## src/rtl/memshare_rqstaddr_gen_if.sv

```systemverilog
// Request bus between the memShare read-address generator and the msgPass buffer.
// The generator drives valid/address as master; the buffer returns ready as slave.
interface memshare_rqstaddr_gen_if #(
    parameter int unsigned ADDR_WIDTH = 5
);
    logic                  rqst_valid;
    logic                  rqst_ready;
    logic [ADDR_WIDTH-1:0] rqst_addr;

    modport master (
        output rqst_valid,
        output rqst_addr,
        input  rqst_ready
    );

    modport slave (
        input  rqst_valid,
        input  rqst_addr,
        output rqst_ready
    );
endinterface

```

## src/rtl/memshare_rqstaddr_gen.sv

```systemverilog
// Read-address generator for the msgPass buffer during SCU.memShare(): one request per handshake.
// Optional config checking of operand/rebase ranges is enabled by defining MEMSHARE_RQST_CFG_CHK_EN.
module memshare_rqstaddr_gen #(
    parameter int unsigned ADDR_WIDTH    = 5,
    parameter int unsigned OPERAND_WIDTH = 3,
    parameter int unsigned BUFF_DEPTH    = 32,
    parameter int unsigned ADDR_BASE     = 0,
    parameter int unsigned RQST_NUM      = 16,
    localparam int unsigned CNT_WIDTH    = $clog2(RQST_NUM + 1)
) (
    input  logic                     sys_clk,
    input  logic                     rstn,
    input  logic                     scu_begin_i,
    input  logic [OPERAND_WIDTH-1:0] increment_operand_i,
    input  logic                     drc_rebase_i,
    input  logic [ADDR_WIDTH-1:0]    drc_base_addr_i,
    memshare_rqstaddr_gen_if.master  rqst_if,
    output logic [CNT_WIDTH-1:0]     rqst_cnt_o,
    output logic                     scu_done_o,
    output logic                     cfg_err_o
);

    typedef enum logic [1:0] {
        IDLE  = 2'd0,
        ISSUE = 2'd1,
        DONE  = 2'd2
    } state_e;

    localparam logic [ADDR_WIDTH:0]   DEPTH_EXT = (ADDR_WIDTH + 1)'(BUFF_DEPTH);
    localparam logic [ADDR_WIDTH-1:0] BASE_ADDR = ADDR_WIDTH'(ADDR_BASE);
    localparam logic [CNT_WIDTH-1:0]  LAST_CNT  = CNT_WIDTH'(RQST_NUM - 1);

    state_e                  state_q;
    logic                    valid_q;
    logic [ADDR_WIDTH-1:0]   addr_q;
    logic [CNT_WIDTH-1:0]    cnt_q;
    logic                    done_q;

    logic                    handshake;
    logic [ADDR_WIDTH:0]     sum_d;
    logic [ADDR_WIDTH-1:0]   addr_d;

    assign handshake = valid_q & rqst_if.rqst_ready;

    // Operand is required to be below BUFF_DEPTH, so one conditional subtract wraps the sum.
    always_comb begin
        sum_d = {1'b0, addr_q} + (ADDR_WIDTH + 1)'(increment_operand_i);
        if (sum_d >= DEPTH_EXT) begin
            sum_d = sum_d - DEPTH_EXT;
        end
        addr_d = drc_rebase_i ? drc_base_addr_i : sum_d[ADDR_WIDTH-1:0];
    end

    // A restart wins over a coincident handshake: that request is not counted and no done fires.
    always_ff @(posedge sys_clk) begin
        if (!rstn) begin
            state_q <= IDLE;
            valid_q <= 1'b0;
            addr_q  <= BASE_ADDR;
            cnt_q   <= '0;
            done_q  <= 1'b0;
        end else begin
            done_q <= 1'b0;
            if (scu_begin_i) begin
                state_q <= ISSUE;
                valid_q <= 1'b1;
                addr_q  <= BASE_ADDR;
                cnt_q   <= '0;
            end else begin
                case (state_q)
                    IDLE: begin
                        valid_q <= 1'b0;
                    end
                    ISSUE: begin
                        if (handshake) begin
                            cnt_q  <= cnt_q + CNT_WIDTH'(1);
                            addr_q <= addr_d;
                            if (cnt_q == LAST_CNT) begin
                                valid_q <= 1'b0;
                                done_q  <= 1'b1;
                                state_q <= DONE;
                            end
                        end
                    end
                    DONE: begin
                        state_q <= IDLE;
                    end
                    default: begin
                        state_q <= IDLE;
                        valid_q <= 1'b0;
                    end
                endcase
            end
        end
    end

`ifdef MEMSHARE_RQST_CFG_CHK_EN
    logic cfg_bad;
    logic err_q;

    always_comb begin
        if (drc_rebase_i) begin
            cfg_bad = (32'(drc_base_addr_i) >= BUFF_DEPTH);
        end else begin
            cfg_bad = (32'(increment_operand_i) >= BUFF_DEPTH);
        end
    end

    always_ff @(posedge sys_clk) begin
        if (!rstn) begin
            err_q <= 1'b0;
        end else if (handshake && cfg_bad) begin
            err_q <= 1'b1;
        end
    end

    assign cfg_err_o = err_q;
`else
    assign cfg_err_o = 1'b0;
`endif

    assign rqst_if.rqst_valid = valid_q;
    assign rqst_if.rqst_addr  = addr_q;
    assign rqst_cnt_o         = cnt_q;
    assign scu_done_o         = done_q;

endmodule

```

## src/flat_wrapper.sv

```systemverilog
// flat-port wrapper written by rule: the top's interface ports become plain ports
module memshare_rqstaddr_gen_flat 
#(
    parameter int unsigned ADDR_WIDTH    = 5,
    parameter int unsigned OPERAND_WIDTH = 3,
    parameter int unsigned BUFF_DEPTH    = 32,
    parameter int unsigned ADDR_BASE     = 0,
    parameter int unsigned RQST_NUM      = 16,
    localparam int unsigned CNT_WIDTH    = $clog2(RQST_NUM + 1)
)
  (sys_clk, rstn, scu_begin_i, increment_operand_i, drc_rebase_i, drc_base_addr_i, rqst_cnt_o, scu_done_o, cfg_err_o, rqst_if_rqst_valid, rqst_if_rqst_addr, rqst_if_rqst_ready);
  memshare_rqstaddr_gen_if #(.ADDR_WIDTH(ADDR_WIDTH)) rqst_if_i ();
  input  logic sys_clk;
  input  logic rstn;
  input  logic scu_begin_i;
  input  logic [OPERAND_WIDTH-1:0] increment_operand_i;
  input  logic drc_rebase_i;
  input  logic [ADDR_WIDTH-1:0] drc_base_addr_i;
  output logic [CNT_WIDTH-1:0] rqst_cnt_o;
  output logic scu_done_o;
  output logic cfg_err_o;
  output wire logic [$bits(rqst_if_i.rqst_valid)-1:0] rqst_if_rqst_valid;
  output wire logic [$bits(rqst_if_i.rqst_addr)-1:0] rqst_if_rqst_addr;
  input wire logic [$bits(rqst_if_i.rqst_ready)-1:0] rqst_if_rqst_ready;
  assign rqst_if_rqst_valid = rqst_if_i.rqst_valid;
  assign rqst_if_rqst_addr = rqst_if_i.rqst_addr;
  assign rqst_if_i.rqst_ready = rqst_if_rqst_ready;
  memshare_rqstaddr_gen #(.ADDR_WIDTH(ADDR_WIDTH), .OPERAND_WIDTH(OPERAND_WIDTH), .BUFF_DEPTH(BUFF_DEPTH), .ADDR_BASE(ADDR_BASE), .RQST_NUM(RQST_NUM)) u_core (.sys_clk(sys_clk), .rstn(rstn), .scu_begin_i(scu_begin_i), .increment_operand_i(increment_operand_i), .drc_rebase_i(drc_rebase_i), .drc_base_addr_i(drc_base_addr_i), .rqst_if(rqst_if_i), .rqst_cnt_o(rqst_cnt_o), .scu_done_o(scu_done_o), .cfg_err_o(cfg_err_o));
endmodule
```

## config.mk

```make
export PLATFORM = sky130hd
export DESIGN_NAME = memshare_rqstaddr_gen_flat
export DESIGN_NICKNAME = d
export VERILOG_FILES = /design/src/rtl/memshare_rqstaddr_gen_if.sv /design/src/rtl/memshare_rqstaddr_gen.sv /design/src/flat_wrapper.sv
export SDC_FILE = /design/constraint.sdc
export NUM_CORES = 1
export LEC_CHECK = 0
export CORE_MARGIN = 1.5
export CORE_UTILIZATION = 40
export CTS_CLUSTER_DIAMETER = 150
export DETAILED_ROUTE_END_ITERATION = 6
export GPL_TIMING_DRIVEN = 0
export PLACE_DENSITY = 0.72
export REMOVE_ABC_BUFFERS = 1
export SLEW_MARGIN = 10
export SYNTH_ARGS = -nofsm -noshare
export SYNTH_HDL_FRONTEND = slang
export SYNTH_SLANG_ARGS = --single-unit
export TNS_END_PERCENT = 30
```

## constraint.sdc

```tcl
create_clock -name sys_clk -period 3.3 [get_ports sys_clk]
set_clock_uncertainty 0.15 [all_clocks]
set_input_delay 0.33 -clock sys_clk [delete_from_list [all_inputs] [get_ports sys_clk]]
set_output_delay 0.33 -clock sys_clk [all_outputs]
set_load 0.03 [all_outputs]
```

# Yosys cells after proc, flatten, opt, wreduce, memory -nomap -nowiden
# Index checks and enable logic that the tools add are counted.
# totals
regBits	14
out_inout_bits	13
# op_classes
n_addsub	3
n_lt_le_gt_ge	1
n_eq_ne	9
n_mux	11
bitwise_logic	5
n_reduce_logical	7
# op_table
operator	count
$mux 5	2
$reduce_and 3->1	3
$add 5x3->6	1
$ge 6x6->1 const B	1
$ne 3x2->1 const B	2
$add 5x1->5 const B	1
$eq 5x4->1 const B	1
$mux 1	5
$sub 5x1->5 const B	1
$mux 2	2
$ne 2x1->1 const B	2
$ne 2x2->1 const B	2
$not 1->1	4
$pmux 2 s2	1
$reduce_or 4->1	1
$eq 2x1->1 const B	1
$eq 2x2->1 const B	1
$logic_not 2->1	1
$pmux 1 s2	1
$reduce_and 2->1	1
$reduce_or 2->1	1
$and 1x1->1	1

# Longest topological paths before layout
# Gate-level depths: netlist (run 1).
# depth
word_depth	5
ltp_mapped	6

# Least setup slack after synthesis (run 1)
# No wires, ideal clock.
# synth_path
kind	flip-flop to flip-flop
startpoint	register u_core.addr_q[0], in the netlist u_core.rqst_if.rqst_addr[0]
endpoint	register u_core.addr_q[4], in the netlist u_core.rqst_if.rqst_addr[4]
setup_ns	0.120
arrival_time_ns	1.564
required_time_ns	3.030
path_slack_ns	1.467
stages_incl_launch_ff	6
path_buffers	0
period_less_slack_ns	1.833
path_cell_list	dfxtp_1 ha_1 fa_1 a21oi_1 o41ai_1 a211o_1
# synth_via
elab_chain_cells	4
word_cells_on_any_way	5
# synth_lines
element	line	source
from (decl)	memshare_rqstaddr_gen.sv:35	logic [ADDR_WIDTH-1:0] addr_q;
from (signal assigned)	memshare_rqstaddr_gen.sv:77	addr_q <= addr_d;
$add 5x3->6 (*)	memshare_rqstaddr_gen.sv:47	sum_d = {1'b0, addr_q} + (ADDR_WIDTH + 1)'(increment_operand_i);
$sub 5x1->5 or $ge 6x6->1 (tied branches)	memshare_rqstaddr_gen.sv:49, memshare_rqstaddr_gen.sv:48	
$mux 5 (*)	memshare_rqstaddr_gen.sv:48	if (sum_d >= DEPTH_EXT) begin
$mux 5 (*)	memshare_rqstaddr_gen.sv:51	addr_d = drc_rebase_i ? drc_base_addr_i : sum_d[ADDR_WIDTH-1:0];
# Mark *: on every way between the ends. The rest lies on a longest branch, timed or not.
# A chain may end at the register's enable or synchronous reset.

# Final worst setup path (run 1)
# layout_path
startpoint	register u_core.valid_q, in the netlist u_core.rqst_if.rqst_valid
endpoint	output port rqst_if_rqst_valid
# layout_lines
element	line	source
from (decl)	memshare_rqstaddr_gen.sv:34	logic valid_q;
from (signal assigned)	memshare_rqstaddr_gen.sv:58	valid_q <= 1'b0;
from (signal assigned)	memshare_rqstaddr_gen.sv:66	valid_q <= 1'b1;
from (signal assigned)	memshare_rqstaddr_gen.sv:72	valid_q <= 1'b0;
to (decl)	flat_wrapper.sv:22	output wire logic [$bits(rqst_if_i.rqst_valid)-1:0] rqst_if_rqst_valid;
# No word-level cell between the ends.

==> results.yml, run 1 <==
yosys:
  seq_area_frac_synth_pct: 36.30
  synth_area_per_cell_um2: 9.415
  synth_top_area_share_pct: 36.30
  ys.flop_type: "dfxtp_1"
  yosysUniqueCellTypes: 33
  yosysMostFrequentCell: "dfxtp_1"
  syn_area_um2: 772.0
  ys_ff_latch: 14
  ys_async_sr_fraction_pct: 0
  synth_area_leaders: "dfxtp_1, ha_1, a21oi_1"
  yosys_warnings: 0
  synthTopCellsByCount: "dfxtp_1, a21oi_1, nand2_1"
  synth_edf_count: 0
  yosys.area.top_type: "dfxtp_1"
  syn_inst: 82
power_and_ir_drop:
  power_uw: 338.5
  pwr-share-seq_pct: 51.6
  p_leak_uw: 0.0004085
  switching_share_pct: 23.04
  ir_drop_mv: 0.1858
  pwr-share-clk_pct: 36.0
  p_int_uw: 260.5
  p_per_area_nw_per_um2: 322.0
  pwr-share-comb_pct: 12.4
  power.switching_uw: 77.97
critical_path:
  path_cells: "clkdlybuf4s50_1"
  start_kind: "flip-flop"
  worst_path_largest_cell_delay_ns: 0.71
  critPathMaxFanout: 5
  cp_top_family: "buffers and inverters"
  critPathKind: "reg -> out"
  slowest_stage: "clkdlybuf4s50_1"
  cp.arrival_ns: 1.43
  crit_path_end_kind: "primary output"
  path_buf_inv: 1
  critPathRequiredTime_ns: 2.82
final_layout:
  nFillCells: 184
  final_nets: 126
  antenna_cells: 0
  drive_gt1_share_pct: 9.434
  multi_input_area_um2: 444.2
  layout.cells.non_filler: 131
  syn2layout_area_growth_pct: 36.14
  fin_util_pct: 59.57
  register_area_um2: 280.3
sta:
  finalHoldViolCount: 0
  maxSlewViolCount: 0
  period_needed_ns: 1.908
  max_freq_mhz: 524.1
  tns_ns: 0
  setup-violations-final: 0
  post-route-period-util_pct: 57.82
  grt_setup_unrepaired: "no"
placed_design:
  io_buffers: 24
  placed_cells: 127
  dp_hpwl_mm: 1.186
  routabilityCongestion: 0.7213
clock_network:
  ctsHoldBuffers: 0
  htreeDepth: 1
  cts_sinks: 14
  cts.repair.resized: 0
  tritoncts: "done"
  postCtsSetupBuffers: 0
  clock_path_buffers: 2
  clock_latency_ns: 0.28
  clkSlewWorstSetupHoldPaths_ns: 0.08
  numCtsBuffers: 3
  root_buffer: "clkbuf_4"
floorplanning:
  dieArea_um2: 2202
  initial_core_util_pct: 43.76
  rows: 15
  core-area_um2: 1764
  pin_count: 26
  die_y_um: 46.93
  die_w_um: 46.93
route:
  wl_per_cell_um: 11.66
  ant_nets: 0
  vias_per_cell: 5.053
  drtPass1Iterations: 2
  drc: 0
  via_count: 662
  routed_wl_mm: 1.528
  drtIter0Drc: 4
global_route:
  grt_max_degree: 13
  track_usage_pct: 16.34
  antenna_found_initial: 0
  grt_overflow: 0
  grt_pass1_vias: 609
  grt_pass1_wl_mm: 2.553
run:
  cap_violations: 0
outcome:
  outcome: "completed"
min_path:
  hp-class: "reg -> reg"
-- state kept, by name, summed over array words and instances, names as in the netlist --
name and count:
u_core.rqst_cnt_o 5, u_core.rqst_if.rqst_addr 5, u_core.state_q 2, u_core.rqst_if.rqst_valid 1, u_core.scu_done_o 1
-- tightest hold or removal path, cell delays in order, from the launching register on --
cell and delay, ns:
dfxtp_1 0.33, nand2_1 0.05, o2bb2ai_1 0.06
-- path summary, 6_finish.rpt --
path,start,end,slack [ns],cells past startpoint
setup reg to reg,u_core.rqst_if.rqst_addr[0],u_core.rqst_if.rqst_addr[4],1.51,5
hold reg to reg,u_core.rqst_if.rqst_addr[2],u_core.rqst_if.rqst_addr[2],0.33,2
hold / removal,u_core.rqst_if.rqst_addr[2],u_core.rqst_if.rqst_addr[2],0.33,2
setup / recovery,u_core.rqst_if.rqst_valid,rqst_if_rqst_valid,1.39,1
-- per-layer routing --
metal | vias to the layer above | part of all wire [%] | track usage [%]
met4 | 0 | 0.65 | 6.667
met5 | - | 0 | 0
li1 | 345 | - | -
met1 | 301 | 48 | 20.56
met2 | 14 | 48 | 27.12
met3 | 2 | 3.2 | 3.462
-- layout by cell type (no fill, tap or decap), types with 2 or more instances in the layout --
cell type,Yosys,routed
clkdlybuf4s50_1,0,24
dfxtp_1,14,14
a21oi_1,6,6
nand2_1,6,6
inv_1,5,5
nor2_1,5,5
ha_1,5,5
o21ai_0,4,4
and3_1,3,3
nand3_1,3,3
clkbuf_4,0,3
or3_1,2,2
nor2b_1,2,2
xnor2_1,2,2
a211oi_2,2,2
a31oi_1,2,2
mux2i_1,2,2
-- area by class of cell --
cell class / count / area share, %
inverter: 5 / 1.786
timing repair buffer: 24 / 22.86
multi-input combinational: 59 / 42.26
sequential: 14 / 26.67
clock buffer: 4 / 3.452
tap: 25 / 2.976
-- cells by family after synthesis --
kind of cell / after synthesis / synth area share, %
AND/OR/NAND/NOR: 27 / 21.39
XOR/XNOR: 2 / 2.269
multiplexers: 3 / 4.052
flip-flops: 14 / 36.30
buffers and inverters: 9 / 6.159
adder cells (fa/ha/maj): 6 / 10.70
other: 1 / 0.4858
AO/OA/AOI/OAI: 20 / 18.64
-- power by group through the flow --
stage	logic, µW	clock network (µW)	registers, µW
after floorplan	16.0	0	181
after global placement	42.0	0	178
after detailed placement	42.7	0	179
after CTS	42.7	128	175
after global routing	45.9	136	175
final	42.1	122	175
-- stage by stage --
step	area (µm²)	hold WS, ns	worst slack (ns)
4_1_cts	1051	0.3439	1.377
3_3_place_gp	1015	0.3206	1.124
6_report	1051	0.3348	1.392
2_1_floorplan	743.2	0.3082	1.467
5_1_grt	1051	0.3906	1.307
3_5_place_dp	1015	0.3319	1.108
No activity file was read; power rests on OpenSTA's default activity.
==> inputs of run 2 (changes only) <==
clock period = 2 ns   (was 3.3 ns; I/O delays follow)
==> results of run 2 <==
The final DEF is identical to that of run 1. Status: completed.
Main changes from that run: setup slack after placement 1.108 ns -> -0.06157 ns; clock-pin slew on the worst setup and hold paths 0.08 ns -> 0.09 ns; setup slack after layout 1.392 ns -> 0.2076 ns; start point of the critical path u_core.rqst_if.rqst_valid -> u_core.rqst_if.rqst_addr[0]; end point of the critical path rqst_if_rqst_valid -> u_core.rqst_if.rqst_addr[4]; register-to-register setup slack 1.51 ns -> 0.21 ns; total power 338.5 µW -> 558.5 µW; worst IR drop on VDD 0.1858 mV -> 0.3066 mV
==> inputs of run 3 (changes only) <==
SLEW_MARGIN = unset   (was 10)
==> results of run 3 <==
The final DEF is identical to that of run 1. Status: completed.
Main changes from that run: setup slack after placement 1.108 ns -> -0.06157 ns; clock-pin slew on the worst setup and hold paths 0.08 ns -> 0.09 ns; setup slack after layout 1.392 ns -> 0.2076 ns; start point of the critical path u_core.rqst_if.rqst_valid -> u_core.rqst_if.rqst_addr[0]; end point of the critical path rqst_if_rqst_valid -> u_core.rqst_if.rqst_addr[4]; register-to-register setup slack 1.51 ns -> 0.21 ns; total power 338.5 µW -> 558.5 µW; worst IR drop on VDD 0.1858 mV -> 0.3066 mV
